$ cat src/rtl/dcmi_pkg.sv
// Shared definitions for the DCMI-to-memory DMA controller.
// Holds the state encoding and the bus widths.
package dcmi_pkg;

    localparam int ADDR_W = 18;
    localparam int DATA_W = 32;

    typedef enum logic [2:0] {
        IDLE    = 3'd0,
        WAIT_FS = 3'd1,
        XFER    = 3'd2,
        DRAIN   = 3'd3,
        DONE    = 3'd4,
        HALT    = 3'd5
    } dcmi_state_e;

endpackage

$ cat src/rtl/dcmi_dma_ctrl_if.sv
// Pixel FIFO pop port and memory write port of the DCMI DMA controller.
// The DMA side is the master; the FIFO/memory side is the slave.
interface dcmi_dma_ctrl_if;
    import dcmi_pkg::*;

    logic              fifo_empty;
    logic [DATA_W-1:0] fifo_rdata;
    logic              fifo_rd;
    logic              mem_req;
    logic [ADDR_W-1:0] mem_addr;
    logic [DATA_W-1:0] mem_wdata;
    logic              mem_gnt;

    modport master (
        input  fifo_empty, fifo_rdata, mem_gnt,
        output fifo_rd, mem_req, mem_addr, mem_wdata
    );

    modport slave (
        output fifo_empty, fifo_rdata, mem_gnt,
        input  fifo_rd, mem_req, mem_addr, mem_wdata
    );

endinterface

$ cat src/rtl/dcmi_dma_ctrl.sv
// Moves camera words from a first-word-fall-through FIFO into a frame buffer,
// one memory write per word, with overflow and frame-sync error reporting.
module dcmi_dma_ctrl
    import dcmi_pkg::*;
(
    input  logic              hclk,
    input  logic              rstn,
    input  logic              capture_en,
    input  logic              snapshot_mode,
    input  logic [ADDR_W-1:0] dcmi_dma_saddr,
    input  logic [ADDR_W-1:0] dcmi_dma_len,
    input  logic              frame_start,
    input  logic              frame_end,
    dcmi_dma_ctrl_if.master   bus,
    output logic              busy,
    output logic [ADDR_W-1:0] words_written,
    output logic              frame_done_pulse,
    output logic              ovf_err_pulse,
    output logic              sync_err_pulse
);

    dcmi_state_e       state, state_nxt;
    logic [ADDR_W-1:0] next_addr, len_q, words_q, mem_addr_q;
    logic [DATA_W-1:0] mem_wdata_q;
    logic              mem_req_q, ovf_q, restart_q;
    logic              mem_free, pop, pop_keep, load_frame, restart_set, restart_clr;

    // A restart (sync error) or abort waits for the outstanding write to be granted.
    always_comb begin
        state_nxt   = state;
        load_frame  = 1'b0;
        restart_set = 1'b0;
        restart_clr = 1'b0;
        pop         = 1'b0;
        sync_err_pulse = 1'b0;
        mem_free    = !mem_req_q || bus.mem_gnt;
        case (state)
            IDLE: if (capture_en) state_nxt = WAIT_FS;
            WAIT_FS: begin
                if (!capture_en) begin
                    state_nxt = IDLE;
                end else if (frame_start) begin
                    state_nxt  = XFER;
                    load_frame = 1'b1;
                end
            end
            XFER, DRAIN: begin
                sync_err_pulse = frame_start;
                if (!capture_en) begin
                    restart_clr = 1'b1;
                    if (mem_free) state_nxt = IDLE;
                end else if (frame_start || restart_q) begin
                    if (mem_free) begin
                        load_frame  = 1'b1;
                        restart_clr = 1'b1;
                        state_nxt   = XFER;
                    end else begin
                        restart_set = 1'b1;
                    end
                end else begin
                    pop = !bus.fifo_empty && mem_free;
                    if (state == XFER && frame_end)
                        state_nxt = DRAIN;
                    else if (state == DRAIN && bus.fifo_empty && mem_free)
                        state_nxt = DONE;
                end
            end
            DONE: state_nxt = snapshot_mode ? HALT : WAIT_FS;
            HALT: if (!capture_en) state_nxt = IDLE;
            default: state_nxt = IDLE;
        endcase
        pop_keep      = pop && (words_q != len_q);
        ovf_err_pulse = pop && (words_q == len_q) && !ovf_q;
    end

    always_ff @(posedge hclk or negedge rstn) begin
        if (!rstn) begin
            state       <= IDLE;
            next_addr   <= '0;
            len_q       <= '0;
            words_q     <= '0;
            ovf_q       <= 1'b0;
            restart_q   <= 1'b0;
            mem_req_q   <= 1'b0;
            mem_addr_q  <= '0;
            mem_wdata_q <= '0;
        end else begin
            state <= state_nxt;
            if (restart_clr)
                restart_q <= 1'b0;
            else if (restart_set)
                restart_q <= 1'b1;
            if (load_frame) begin
                next_addr <= dcmi_dma_saddr;
                len_q     <= dcmi_dma_len;
                words_q   <= '0;
                ovf_q     <= 1'b0;
            end else if (pop_keep) begin
                next_addr <= next_addr + 18'd1;
                words_q   <= words_q + 18'd1;
            end else if (pop) begin
                ovf_q     <= 1'b1;
            end
            if (pop_keep) begin
                mem_req_q   <= 1'b1;
                mem_addr_q  <= next_addr;
                mem_wdata_q <= bus.fifo_rdata;
            end else if (bus.mem_gnt) begin
                mem_req_q   <= 1'b0;
            end
        end
    end

    assign bus.fifo_rd       = pop;
    assign bus.mem_req       = mem_req_q;
    assign bus.mem_addr      = mem_addr_q;
    assign bus.mem_wdata     = mem_wdata_q;
    assign busy              = (state != IDLE);
    assign words_written     = words_q;
    assign frame_done_pulse  = (state == DONE);

endmodule

$ cat src/flat_wrapper.sv
// flat-port wrapper written by rule: the top's interface ports become plain ports
module dcmi_dma_ctrl_flat import dcmi_pkg::*;
  (hclk, rstn, capture_en, snapshot_mode, dcmi_dma_saddr, dcmi_dma_len, frame_start, frame_end, busy, words_written, frame_done_pulse, ovf_err_pulse, sync_err_pulse, bus_fifo_empty, bus_fifo_rdata, bus_mem_gnt, bus_fifo_rd, bus_mem_req, bus_mem_addr, bus_mem_wdata);
  dcmi_dma_ctrl_if bus_i ();
  input  logic hclk;
  input  logic rstn;
  input  logic capture_en;
  input  logic snapshot_mode;
  input  logic [ADDR_W-1:0] dcmi_dma_saddr;
  input  logic [ADDR_W-1:0] dcmi_dma_len;
  input  logic frame_start;
  input  logic frame_end;
  output logic busy;
  output logic [ADDR_W-1:0] words_written;
  output logic frame_done_pulse;
  output logic ovf_err_pulse;
  output logic sync_err_pulse;
  input wire logic [$bits(bus_i.fifo_empty)-1:0] bus_fifo_empty;
  input wire logic [$bits(bus_i.fifo_rdata)-1:0] bus_fifo_rdata;
  input wire logic [$bits(bus_i.mem_gnt)-1:0] bus_mem_gnt;
  output wire logic [$bits(bus_i.fifo_rd)-1:0] bus_fifo_rd;
  output wire logic [$bits(bus_i.mem_req)-1:0] bus_mem_req;
  output wire logic [$bits(bus_i.mem_addr)-1:0] bus_mem_addr;
  output wire logic [$bits(bus_i.mem_wdata)-1:0] bus_mem_wdata;
  assign bus_i.fifo_empty = bus_fifo_empty;
  assign bus_i.fifo_rdata = bus_fifo_rdata;
  assign bus_i.mem_gnt = bus_mem_gnt;
  assign bus_fifo_rd = bus_i.fifo_rd;
  assign bus_mem_req = bus_i.mem_req;
  assign bus_mem_addr = bus_i.mem_addr;
  assign bus_mem_wdata = bus_i.mem_wdata;
  dcmi_dma_ctrl u_core (.hclk(hclk), .rstn(rstn), .capture_en(capture_en), .snapshot_mode(snapshot_mode), .dcmi_dma_saddr(dcmi_dma_saddr), .dcmi_dma_len(dcmi_dma_len), .frame_start(frame_start), .frame_end(frame_end), .bus(bus_i), .busy(busy), .words_written(words_written), .frame_done_pulse(frame_done_pulse), .ovf_err_pulse(ovf_err_pulse), .sync_err_pulse(sync_err_pulse));
endmodule
$ cat config.mk
export PLATFORM = sky130hd
export DESIGN_NAME = dcmi_dma_ctrl_flat
export DESIGN_NICKNAME = d
export VERILOG_FILES = /design/src/rtl/dcmi_pkg.sv /design/src/rtl/dcmi_dma_ctrl_if.sv /design/src/rtl/dcmi_dma_ctrl.sv /design/src/flat_wrapper.sv
export SDC_FILE = /design/constraint.sdc
export NUM_CORES = 1
export LEC_CHECK = 0
export CAP_MARGIN = 20
export CORE_UTILIZATION = 42
export DETAILED_ROUTE_END_ITERATION = 16
export MAX_ROUTING_LAYER = met4
export PLACE_DENSITY = 0.77
export SETUP_SLACK_MARGIN = 0.15
export SYNTH_ARGS = -nofsm -noshare
export SYNTH_HDL_FRONTEND = slang
export SYNTH_SLANG_ARGS = --single-unit
$ cat constraint.sdc
create_clock -name hclk -period 2.59 [get_ports hclk]
set_clock_uncertainty 0.2 [all_clocks]
set_input_delay 0.518 -clock hclk [delete_from_list [all_inputs] [get_ports hclk]]
set_output_delay 0.518 -clock hclk [all_outputs]
set_load 0.005 [all_outputs]
; Word level (Yosys, flattened, before mapping)
; Cells that the tools add are included.
[classes]
n_reduce_logical = 21
add_sub_neg = 2
eq_ne = 14
muxes = 39
[op_table]
columns = operator, count
row1 = $mux W18, 4
row2 = $add A18 B1 Y18 const B, 2
row3 = $mux W3, 11
row4 = $mux W1, 22
row5 = $eq A18 B18 Y1, 1
row6 = $ne A18 B18 Y1, 1
row7 = $pmux W3 S5, 1
row8 = $reduce_bool A2 Y1, 4
row9 = $logic_and A1 B1 Y1, 7
row10 = $eq A3 B2 Y1 const B, 2
row11 = $eq A3 B3 Y1 const B, 2
row12 = $ne A2 B2 Y1 const B, 3
row13 = $ne A3 B2 Y1 const B, 2
row14 = $reduce_and A6 Y1, 1
row15 = $ne A5 B2 Y1 const B, 1
row16 = $eq A3 B1 Y1 const B, 1
row17 = $logic_not A1 Y1, 3
row18 = $logic_not A3 Y1, 1
row19 = $ne A3 B3 Y1 const B, 1
row20 = $reduce_bool A3 Y1, 1
row21 = $logic_or A1 B1 Y1, 2
row22 = $pmux W1 S2, 1
row23 = $reduce_and A2 Y1, 1
row24 = $reduce_or A2 Y1, 1
[totals]
ff_bits = 110
out_inout_bits = 74
word_cells = 85
in_bits = 76

; Logic depth before layout (Yosys ltp)
; Gate-level depths: netlist of the first run.
[depth]
depth_word = 9
mapped_depth = 9
ltp_nobuf = 7

; Worst setup path after synthesis of the first run
; No wires, ideal clock.
[synth_path]
path_type = input port to flip-flop
from = in frame_start
to = reg u_core.words_q[8], in the netlist u_core.words_written[8]
slack_ps = 313
required_ps = 2312
setup_time_ps = 78
path_stages = 6
arrival_ps = 1999
path_buffers = 0
path_cell_list = nor3b_4 -> nand4b_4 -> or3_1 -> or3_1 -> or3_1 -> a21oi_1
[synth_via]
elab_chain_len = 6
elab_cells_between_ends = 12
classes_between = 9 x mux / 3 x reduce/logical
[synth_rtl]
columns = element, line
row1 = from (decl), flat_wrapper.sv:11  ; input logic frame_start;
row2 = $logic_or A1 B1 Y1, dcmi_dma_ctrl.sv:52  ; end else if (frame_start || restart_q) begin
row3 = $mux W1, dcmi_dma_ctrl.sv:52
row4 = $mux W1, dcmi_dma_ctrl.sv:49  ; if (!capture_en) begin
row5 = $mux W1, dcmi_dma_ctrl.sv:37  ; case (state)
row6 = $logic_and A1 B1 Y1, dcmi_dma_ctrl.sv:72  ; pop_keep = pop && (words_q != len_q);
row7 = $reduce_bool A2 Y1 (no source line), n/a
row8 = to (signal assigned), dcmi_dma_ctrl.sv:100  ; words_q <= words_q + 18'd1;
row9 = to (decl), dcmi_dma_ctrl.sv:23  ; logic [ADDR_W-1:0] next_addr, len_q, words_q, mem_addr_q;
; Several ways; a longest one is shown, not always the timed one.
; A chain may end at the register's enable or synchronous reset.

; Worst setup path after layout of the first run
[layout_path]
from = reg u_core.len_q[0]
to = out ovf_err_pulse
[layout_via]
elab_chain_len = 3
[layout_rtl]
columns = element, line
row1 = from (decl), dcmi_dma_ctrl.sv:23
row2 = from (signal assigned), dcmi_dma_ctrl.sv:95  ; len_q <= dcmi_dma_len;
row3 = $eq A18 B18 Y1, dcmi_dma_ctrl.sv:73  ; ovf_err_pulse = pop && (words_q == len_q) && !ovf_q;
row4 = $logic_and A1 B1 Y1 (2 in a row), dcmi_dma_ctrl.sv:73
row5 = to (decl), flat_wrapper.sv:16  ; output logic ovf_err_pulse;
; Every way passes these cells.

==> flow_summary.toml, run 1 <==
[final_layout]
final_cells = 914
num-fill-cells = 1017
multi_input_area_sq_um = 2350
sequential_cell_area_sq_um = 2750
post_route_cells_drive_above_1_share = 0.120
nets = 842
area_growth_pct = 46.3
num_antenna_cells = 0

[yosys]
yosys-top-cells-count = "sky130_fd_sc_hd__nand2_1, sky130_fd_sc_hd__dfrtp_1, sky130_fd_sc_hd__xnor2_1"
synth.area.top_cells = "sky130_fd_sc_hd__dfrtp_1, sky130_fd_sc_hd__nand2_1, sky130_fd_sc_hd__xnor2_1"
mean_post_synth_cell_area_sq_um = 8.94
synth-edff-count = 0
post_synthesis_cell_area_sq_um = 5160
synth_cell_type_count = 49
synth-seq-cells = 110
library_cell_with_the_highest_instance_count_after_synthesis = "sky130_fd_sc_hd__nand2_1"
post-synth-top-area-cell = "sky130_fd_sc_hd__dfrtp_1"
synth-main-ff-cell = "sky130_fd_sc_hd__dfrtp_1"
syn_inst = 577
ys_async_sr_fraction = 1.00
synth.net_count = 655
synth_top_area_frac = 0.534
synth.yosys.seq_area_share = 0.534
yosysWarningCount = 0

[global_routing]
first_global_vias = 4739
gr-usage-all-layers = 0.236
grt_first_pass_wirelength_um = 22800
antenna_found_initial = 0
largest_net_degree_at_the_start_of_global_routing = 111
grt_remaining_overflow = 0

[power_and_ir_drop]
power.net_switching_mw = 2.17
ir_worst_vdd_mv = 0.487
combinationalPowerShare = 0.367
switching_share = 0.320
power_leakage_nw = 3.52
p_seq_frac = 0.427
p_per_area_nw_per_um2 = 895
intPower_mw = 4.59
p_clk_frac = 0.207

[timing]
rsz0062_at_grt = "yes"
period_minus_slack_ns = 2.57
timing.final.hold_violations = 0
worst_slew_margin_rel = 0.603
final-setup-viol-count = 0
worst_hold_slack_ns = 0.0162
timing.fmax_mhz = 389
fin_crit_sh = 0.992
slew_violations = 0
worst_pin_slew_ns = 0.596

[clocking]
cts_made_buffers = 9
clock_tree.buffer_depth = 2
clock_tree_from_tritoncts = "yes"
ctsHtreeMaxLevel = 3
cts_root_buf = "sky130_fd_sc_hd__clkbuf_16"
worst_skew_pair.late_latency_ns = 0.35
numClockSinks = 110
clk_pin_slew_ns = 0.07
ctsHoldBuffers = 0

[job]
drv_cap = 0

[critical_path]
maximum_fanout_encountered_on_the_critical_timing_path = 4
timing.critical_path.mode_cell = "sky130_fd_sc_hd__nor3_2"
critical_path_cell_count = 7
timing.critical_path.max_delay_family = "simple AND/OR/NAND/NOR gates"
worstPathRequired_ns = 1.87
path_class = "reg -> out"
slowest_delay_ns = 0.40
worst-endpoint-arrival_ns = 1.85
cp_num_buf_inv = 2
crit_path_cell_trace = "xnor2_2, nand4_1, nor3_2, buf_4, nand2_1, nor3_2, buf_2"
worst_setup_path_end_kind = "output pin"
timing.critical_path.from_type = "register"
r2r.worst_path.cells = 7
critical_path.slowest_cell = "sky130_fd_sc_hd__dfrtp_1"

[min_path]
holdCritPathClass = "in -> async"

[routing]
initialDrtViolationCount = 373
wire_per_inst_um = 14.9
num_vias = 4733
via_per_inst = 5.18
wl_um = 13600
drt-pass1-iter-count = 5
remaining_drc_errors = 0
detail-route-antenna-nets = 0

[die]
start_util = 0.429
core_region_area_sq_um = 12000
rows = 40
dieArea_sq_um = 12700
ioPinCount = 150
die_y_um = 113
chipWidth_um = 113

[status]
status = "finished clean"

[placed_design]
detailedPlacementHpwl_um = 9700
globalplace.congestion = 0.817
dp_cells = 897
port-buffer-count = 149
layout make-up:
class / instances / share of cell area
clock inverters: 1 / 0.00398
inverters: 4 / 0.00199
multi-input cells: 434 / 0.312
well taps: 147 / 0.0244
flip-flops and latches: 110 / 0.365
repair buffers: 205 / 0.259
clock buffers: 13 / 0.0345
metrics by stage:
stage / setup WS [ns] / TNS, ns / power, mW / util / instance area (sq um)
finish: 0.0208 / 0 / 6.76 / 0.628 / 7550
CTS: 0.0520 / 0 / 6.79 / 0.626 / 7520
global route: -0.0702 / -0.0702 / 7.21 / 0.628 / 7550
floorplan: 0.313 / 0 / 3.93 / - / 5160
detailed placement: -0.326 / -6.21 / 5.32 / 0.596 / 7160
global placement: -0.251 / -3.35 / 5.20 / 0.596 / 7160
worst register-to-register path, stage by stage (launching register included):
cell	delay, ns
sky130_fd_sc_hd__dfrtp_1	0.44
sky130_fd_sc_hd__nor3b_4	0.28
sky130_fd_sc_hd__nand4b_4	0.13
sky130_fd_sc_hd__buf_4	0.17
sky130_fd_sc_hd__or3_4	0.36
sky130_fd_sc_hd__or3_1	0.38
sky130_fd_sc_hd__or3_1	0.33
sky130_fd_sc_hd__a21oi_2	0.12
worst paths after layout:
check,from,endpoint,slack [ns]
min,rstn,u_core.words_written[17],0.02
min in group hclk,u_core.bus.mem_addr[7],u_core.bus.mem_addr[7],0.28
max in group asynchronous,rstn,u_core.bus.mem_addr[17],1.70
max,u_core.len_q[0],ovf_err_pulse,0.02
min reg2reg,u_core.bus.mem_addr[7],u_core.bus.mem_addr[7],0.28
max reg2reg,u_core.restart_q,u_core.words_written[8],0.11
metal layers:
metal  up-vias  wire length, um  GRT usage
li1       2289                -          -
met1      2265             6070      0.304
met2       155             6600      0.372
met3        24              637     0.0370
met4         0              333      0.105
met5         -                0          -
sequential cells by signal (all words and copies together), names as in the netlist:
signal                cells
u_core.bus.mem_addr      18
u_core.bus.mem_req        1
u_core.bus.mem_wdata     32
u_core.len_q             18
u_core.next_addr         18
u_core.ovf_q              1
u_core.restart_q          1
u_core.state              3
u_core.words_written     18
power groups by stage:
| stage | clock network, mW | logic, mW | registers [mW] |
|---|---|---|---|
| 2_1_floorplan | 0 | 1.11 | 2.82 |
| 6_report | 1.40 | 2.48 | 2.88 |
| 4_1_cts | 1.42 | 2.49 | 2.88 |
| 3_3_place_gp | 0 | 2.34 | 2.86 |
| 3_5_place_dp | 0 | 2.43 | 2.89 |
| 5_1_grt | 1.49 | 2.75 | 2.97 |
cells in the final DEF, fill, tap and decap left out, types with 2 or more instances in the layout:
cell type / count
sky130_fd_sc_hd__clkbuf_8: 2
sky130_fd_sc_hd__nor2b_1: 3
sky130_fd_sc_hd__clkbuf_16: 9
sky130_fd_sc_hd__and3_1: 7
sky130_fd_sc_hd__mux2i_1: 3
sky130_fd_sc_hd__xnor2_2: 2
sky130_fd_sc_hd__nand2_1: 234
sky130_fd_sc_hd__o21ai_0: 8
sky130_fd_sc_hd__nor2_1: 16
sky130_fd_sc_hd__buf_4: 53
sky130_fd_sc_hd__clkdlybuf4s50_1: 143
sky130_fd_sc_hd__nand3_1: 23
sky130_fd_sc_hd__xnor2_1: 22
sky130_fd_sc_hd__nand4_1: 6
sky130_fd_sc_hd__clkbuf_1: 2
sky130_fd_sc_hd__ha_1: 2
sky130_fd_sc_hd__nor3_1: 5
sky130_fd_sc_hd__and2_1: 2
sky130_fd_sc_hd__o211ai_1: 4
sky130_fd_sc_hd__dfrtp_1: 110
sky130_fd_sc_hd__a221o_1: 9
sky130_fd_sc_hd__or2_2: 2
sky130_fd_sc_hd__mux2_2: 2
sky130_fd_sc_hd__inv_1: 4
sky130_fd_sc_hd__or3_1: 4
sky130_fd_sc_hd__o31ai_1: 10
sky130_fd_sc_hd__a21oi_1: 13
sky130_fd_sc_hd__xor2_1: 10
sky130_fd_sc_hd__nor3_2: 2
sky130_fd_sc_hd__dlygate4sd2_1: 3
sky130_fd_sc_hd__buf_12: 4
sky130_fd_sc_hd__or4_1: 8
sky130_fd_sc_hd__nand2b_1: 5
sky130_fd_sc_hd__nor3b_1: 3
cell families (layout without fill, tap and decap cells):
family | after synthesis | after routing | synth area share
AOI/OAI and AO/OA | 62 | 62 | 0.0849
and+or+nand+nor | 331 | 331 | 0.282
xor gates and xnor gates | 34 | 34 | 0.0577
DFF | 110 | 110 | 0.534
buffers and inverters | 33 | 223 | 0.0272
adders and majority gates | 2 | 2 | 0.00485
muxes | 5 | 5 | 0.0102
repair_timing:
item                                    CTS  global route
endpoints found under the setup margin   53            37
gates resized for setup                  17             6
pin swaps                                 7             3
buffers inserted                          3             0
No activity file was read; power rests on OpenSTA's default activity.
==> run 2: changes to the inputs <==
--- a/config.mk
+++ b/config.mk
@@ -8,8 +8,9 @@
 export CAP_MARGIN = 20
 export CORE_UTILIZATION = 42
 export DETAILED_ROUTE_END_ITERATION = 16
+export DONT_BUFFER_PORTS = 1
 export MAX_ROUTING_LAYER = met4
-export PLACE_DENSITY = 0.77
+export PLACE_DENSITY = 0.61
 export SETUP_SLACK_MARGIN = 0.15
 export SYNTH_ARGS = -nofsm -noshare
 export SYNTH_HDL_FRONTEND = slang
==> flow_summary.toml, run 2 (same netlist as run 1, synthesis figures left out) <==
[global_routing]
grt_util_met1 = 0.256
first_global_vias = 3878
grt_first_pass_wirelength_um = 19300
global_route.usage.met2 = 0.308
antenna_found_initial = 0
grt-busiest-layer = "met2"
globalRouteMet3Util = 0.0552
grt_remaining_overflow = 0
largest_net_degree_at_the_start_of_global_routing = 111
gr-usage-all-layers = 0.197

[status]
status = "finished with violations"
violated_checks = "negative hold slack"

[clocking]
cts_root_buf = "sky130_fd_sc_hd__clkbuf_16"
clk_pin_slew_ns = 0.07
clock_tree.buffer_depth = 2
numClockSinks = 110
clock_tree_from_tritoncts = "yes"
ctsHtreeMaxLevel = 3
cts_made_buffers = 9
worst_skew_pair.late_latency_ns = 0.35

[critical_path]
worst_setup_path_end_kind = "output pin"
timing.critical_path.max_delay_family = "simple AND/OR/NAND/NOR gates"
worst-endpoint-arrival_ns = 1.76
cp_num_buf_inv = 2
maximum_fanout_encountered_on_the_critical_timing_path = 4
path_class = "reg -> out"
slowest_delay_ns = 0.45
worstPathRequired_ns = 1.87
timing.critical_path.from_type = "register"
critical_path.slowest_cell = "sky130_fd_sc_hd__dfrtp_2"
crit_path_cell_trace = "xnor2_1, nand4_1, nor3_2, buf_4, nand2_2, nor3_2, buf_4"

[final_layout]
area_growth_pct = 14.3
final_common_cell = "sky130_fd_sc_hd__nand2_1"
largest_reg_flops = 32
mostFrequentLayoutCells = "sky130_fd_sc_hd__nand2_1, sky130_fd_sc_hd__dfrtp_1, sky130_fd_sc_hd__buf_4"
post_route_cells_drive_above_1_share = 0.123
num_antenna_cells = 0
nets = 668

[timing]
setup_tns_ns = 0
fin_crit_sh = 0.957
final-setup-viol-count = 0
timing.fmax_mhz = 403
worst_slew_margin_rel = 0.591
timing.final.hold_violations = 110
worst_hold_slack_ns = -0.336
final_worst_slack_ns = 0.112
slew_violations = 0
rsz0062_at_grt = "yes"
worst_pin_slew_ns = 0.611
period_minus_slack_ns = 2.48

[min_path]
holdCritPathClass = "in -> async"

[die]
dieArea_sq_um = 12700
die_y_um = 113
rows = 40
ioPinCount = 150
core_region_area_sq_um = 12000
start_util = 0.429
chipWidth_um = 113

[placed_design]
detailedPlacementHpwl_um = 8290
dp_slack_ns = 0.176
port-buffer-count = 0
globalplace.congestion = 0.816

[routing]
detail-route-antenna-nets = 0
num_vias = 3998
initialDrtViolationCount = 255
via_per_inst = 5.39
remaining_drc_errors = 0
wl_um = 12300
wire_per_inst_um = 16.5
drt-pass1-iter-count = 7

[power_and_ir_drop]
power_leakage_nw = 2.79
p_per_area_nw_per_um2 = 968
ir_worst_vdd_mv = 0.417

[job]
drv_cap = 0
==> run 2: layer usage <==
layer	part of all wire	up-vias
li1	-	1941
met1	0.46	1918
met2	0.46	133
met3	0.073	6
met4	0.0074	0
met5	0	-
==> run 2: worst reg2reg max path: stages, from the launching register on <==
cell                      delay [ns]
sky130_fd_sc_hd__dfrtp_2        0.45
sky130_fd_sc_hd__xnor2_1        0.14
sky130_fd_sc_hd__nand4_1        0.12
sky130_fd_sc_hd__nor3_2         0.07
sky130_fd_sc_hd__buf_4          0.14
sky130_fd_sc_hd__buf_4          0.15
sky130_fd_sc_hd__a21o_4         0.24
sky130_fd_sc_hd__buf_12         0.16
sky130_fd_sc_hd__or4_1          0.51
sky130_fd_sc_hd__a21oi_1        0.15
==> run 2: worst paths after layout <==
path	end	slack (ns)	startpoint	cells past startpoint
max reg2reg	u_core.words_written[16]	0.20	u_core.words_written[17]	9
min in group hclk	u_core.len_q[7]	0.08	dcmi_dma_len[7]	2
max	ovf_err_pulse	0.11	u_core.words_written[17]	7
min	u_core.state[2]	-0.34	rstn	0
max in group asynchronous	u_core.words_written[17]	2.33	rstn	0
min reg2reg	u_core.len_q[1]	0.30	u_core.len_q[1]	2
==> run 2: per-stage QoR <==
| stage | power [mW] | hold WS, ns | std cells | instance area (sq um) | utilization |
|---|---|---|---|---|---|
| after global placement | 4.33 | 0.0266 | 723 | 5510 | 0.459 |
| after detailed placement | 4.39 | 0.0263 | 723 | 5510 | 0.459 |
| final | 5.71 | -0.336 | 742 | 5900 | 0.491 |
| after global routing | 6.10 | -0.349 | 742 | 5900 | 0.491 |
| after floorplan | 3.93 | 0.0224 | 577 | 5160 | - |
| after CTS | 5.75 | -0.347 | 740 | 5830 | 0.485 |
==> run 2: layout make-up <==
class | count | area [sq um]
inverters | 4 | 15.0
multi-input cells | 434 | 2350
well taps | 147 | 184
clock inverters | 4 | 32.5
repair buffers | 31 | 313
clock buffers | 12 | 246
fillers | 1159 | 6120
flip-flops and latches | 110 | 2760
==> run 2: repair_timing <==
action                                 4_1_cts  5_1_grt
cloned                                       0        1
setup endpoints to repair                    1       21
endpoints found under the hold margin      110      110
setup buffers                                1        1
pin swaps                                    3        7
resized for setup                            5       12
==> run 2: where the power goes <==
part	switching [mW]	internal [mW]	total, mW
sequential	0.594	2.36	2.95
combinational	0.748	0.694	1.44
clock	0.628	0.684	1.31
==> run 3: changes to the inputs <==
--- a/config.mk
+++ b/config.mk
@@ -6,6 +6,7 @@
 export NUM_CORES = 1
 export LEC_CHECK = 0
 export CAP_MARGIN = 20
+export CORE_MARGIN = 1.5
 export CORE_UTILIZATION = 42
 export DETAILED_ROUTE_END_ITERATION = 16
 export DONT_BUFFER_PORTS = 1
==> flow_summary.toml, run 3 (same netlist as run 1, synthesis figures left out) <==
[critical_path]
path_class = "reg -> out"
timing.critical_path.from_type = "register"
maximum_fanout_encountered_on_the_critical_timing_path = 4
worstPathRequired_ns = 1.87
r2r-end = "u_core.next_addr[10]"
critical_path.startpoint = "u_core.words_written[17]"
worst_setup_path_end_kind = "output pin"
worst-endpoint-arrival_ns = 1.79
critical_path.reg2reg.startpoint = "u_core.words_written[17]"
r2r.worst_path.cells = 10
r2r_setup_slack_ns = 0.20

[global_routing]
largest_net_degree_at_the_start_of_global_routing = 111
gr-usage-all-layers = 0.198
grt_first_pass_wirelength_um = 19600
antenna_found_initial = 0
grt_remaining_overflow = 0
first_global_vias = 4036

[timing]
timing.final.hold_violations = 110
worst_pin_slew_ns = 0.541
worst_slew_margin_rel = 0.638
rsz0062_at_grt = "yes"
setup_tns_ns = 0
fin_crit_sh = 0.966
period_minus_slack_ns = 2.50
final-setup-viol-count = 0
timing.fmax_mhz = 400
worst_hold_slack_ns = -0.340
final_worst_slack_ns = 0.0869
slew_violations = 0

[power_and_ir_drop]
post-layout-total-power_mw = 5.89
p_per_area_nw_per_um2 = 999
intPower_mw = 3.91
power_leakage_nw = 2.80
ir_worst_vdd_mv = 0.390
switching_share = 0.336
combinationalPowerShare = 0.244
p_clk_frac = 0.254
p_seq_frac = 0.503
power.net_switching_mw = 1.98

[die]
start_util = 0.429
rows = 40
core_region_area_sq_um = 12000
ioPinCount = 150
die_y_um = 114
chipWidth_um = 114
dieArea_sq_um = 13000

[final_layout]
nets = 668
area_growth_pct = 14.3
largest_reg_flops = 32
mostFrequentLayoutCells = "sky130_fd_sc_hd__nand2_1, sky130_fd_sc_hd__dfrtp_1, sky130_fd_sc_hd__buf_4"
post_route_cells_drive_above_1_share = 0.123
final_design_area_no_fill_sq_um = 5900
num-fill-cells = 1126
num_antenna_cells = 0
final_common_cell = "sky130_fd_sc_hd__nand2_1"

[routing]
drt-pass1-iter-count = 5
via_per_inst = 5.47
num_vias = 4052
initialDrtViolationCount = 290
remaining_drc_errors = 0
detail-route-antenna-nets = 0
wl_um = 12400
wire_per_inst_um = 16.7

[clocking]
numClockSinks = 110
clock_tree.buffer_depth = 2
worst_skew_pair.late_latency_ns = 0.35
cts_made_buffers = 9
clock_tree_from_tritoncts = "yes"
ctsHtreeMaxLevel = 3
cts_root_buf = "sky130_fd_sc_hd__clkbuf_16"
clk_pin_slew_ns = 0.07

[status]
violated_checks = "negative hold slack"
status = "finished with violations"

[placed_design]
detailedPlacementHpwl_um = 8470
globalplace.congestion = 0.876
port-buffer-count = 0
placedInstanceArea_sq_um = 5450
dp_slack_ns = 0.178

[job]
drv_cap = 0

[min_path]
holdCritPathClass = "in -> async"
[run 3: cell types whose count changed in the layout (fill, tap and decap cells not counted), sizes merged]
cell      before  now
clkinvlp       2    0
inv            4    5
bufinv         0    2
clkbuf        13   10
a21o           2    3
[run 3: final cells by class]
class,count,area [sq um],area share
inverters,4,15.0,0.00255
clock inverters,5,82.6,0.0140
flip-flops and latches,110,2760,0.468
clock buffers,10,239,0.0405
well taps,147,184,0.0312
multi-input cells,435,2360,0.400
repair buffers,30,254,0.0431
[run 3: worst max-delay path by stage]
| stage | end |
|---|---|
| finish | ovf_err_pulse |
| floorplan | u_core.words_written[8] |
| detailed placement | u_core.next_addr[10] |
| global route | ovf_err_pulse |
| CTS | ovf_err_pulse |
| global placement | ovf_err_pulse |
[run 3: stage by stage]
stage / util / std cells / hold WS (ns)
after floorplan: - / 577 / 0.0224
after global placement: 0.453 / 719 / 0.0261
after detailed placement: 0.453 / 719 / 0.0255
after CTS: 0.486 / 737 / -0.350
after global routing: 0.491 / 741 / -0.358
final: 0.491 / 741 / -0.340
[run 3: critical path, stage by stage, from the launching register on]
cell and delay [ns]:
sky130_fd_sc_hd__dfrtp_2 0.45, sky130_fd_sc_hd__xnor2_1 0.15, sky130_fd_sc_hd__nand4_1 0.15, sky130_fd_sc_hd__nor3_2 0.22, sky130_fd_sc_hd__buf_4 0.16, sky130_fd_sc_hd__nand2_4 0.06
sky130_fd_sc_hd__nor3_4 0.11, sky130_fd_sc_hd__buf_4 0.13
[run 3: what timing repair did]
action | in CTS | in global routing
hold endpoints to repair | 110 | 110
resized for setup | 13 | 7
buffers inserted | 3 | 3
setup endpoints to repair | 1 | 67
gates cloned | 0 | 1
pin swaps | 8 | 8
[run 3: layer usage]
layer / track usage / wire length [um]
met4: 0.0642 / 204
met3: 0.0558 / 869
met2: 0.307 / 5740
met1: 0.253 / 5600
met5: - / 0
[run 3: power by group through the flow]
stage / Combinational [mW] / Sequential (mW) / Clock [mW]
after floorplan: 1.11 / 2.82 / 0
after global placement: 1.33 / 2.97 / 0
after detailed placement: 1.41 / 2.97 / 0
after CTS: 1.43 / 2.96 / 1.53
after global routing: 1.64 / 3.05 / 1.60
final: 1.44 / 2.96 / 1.50
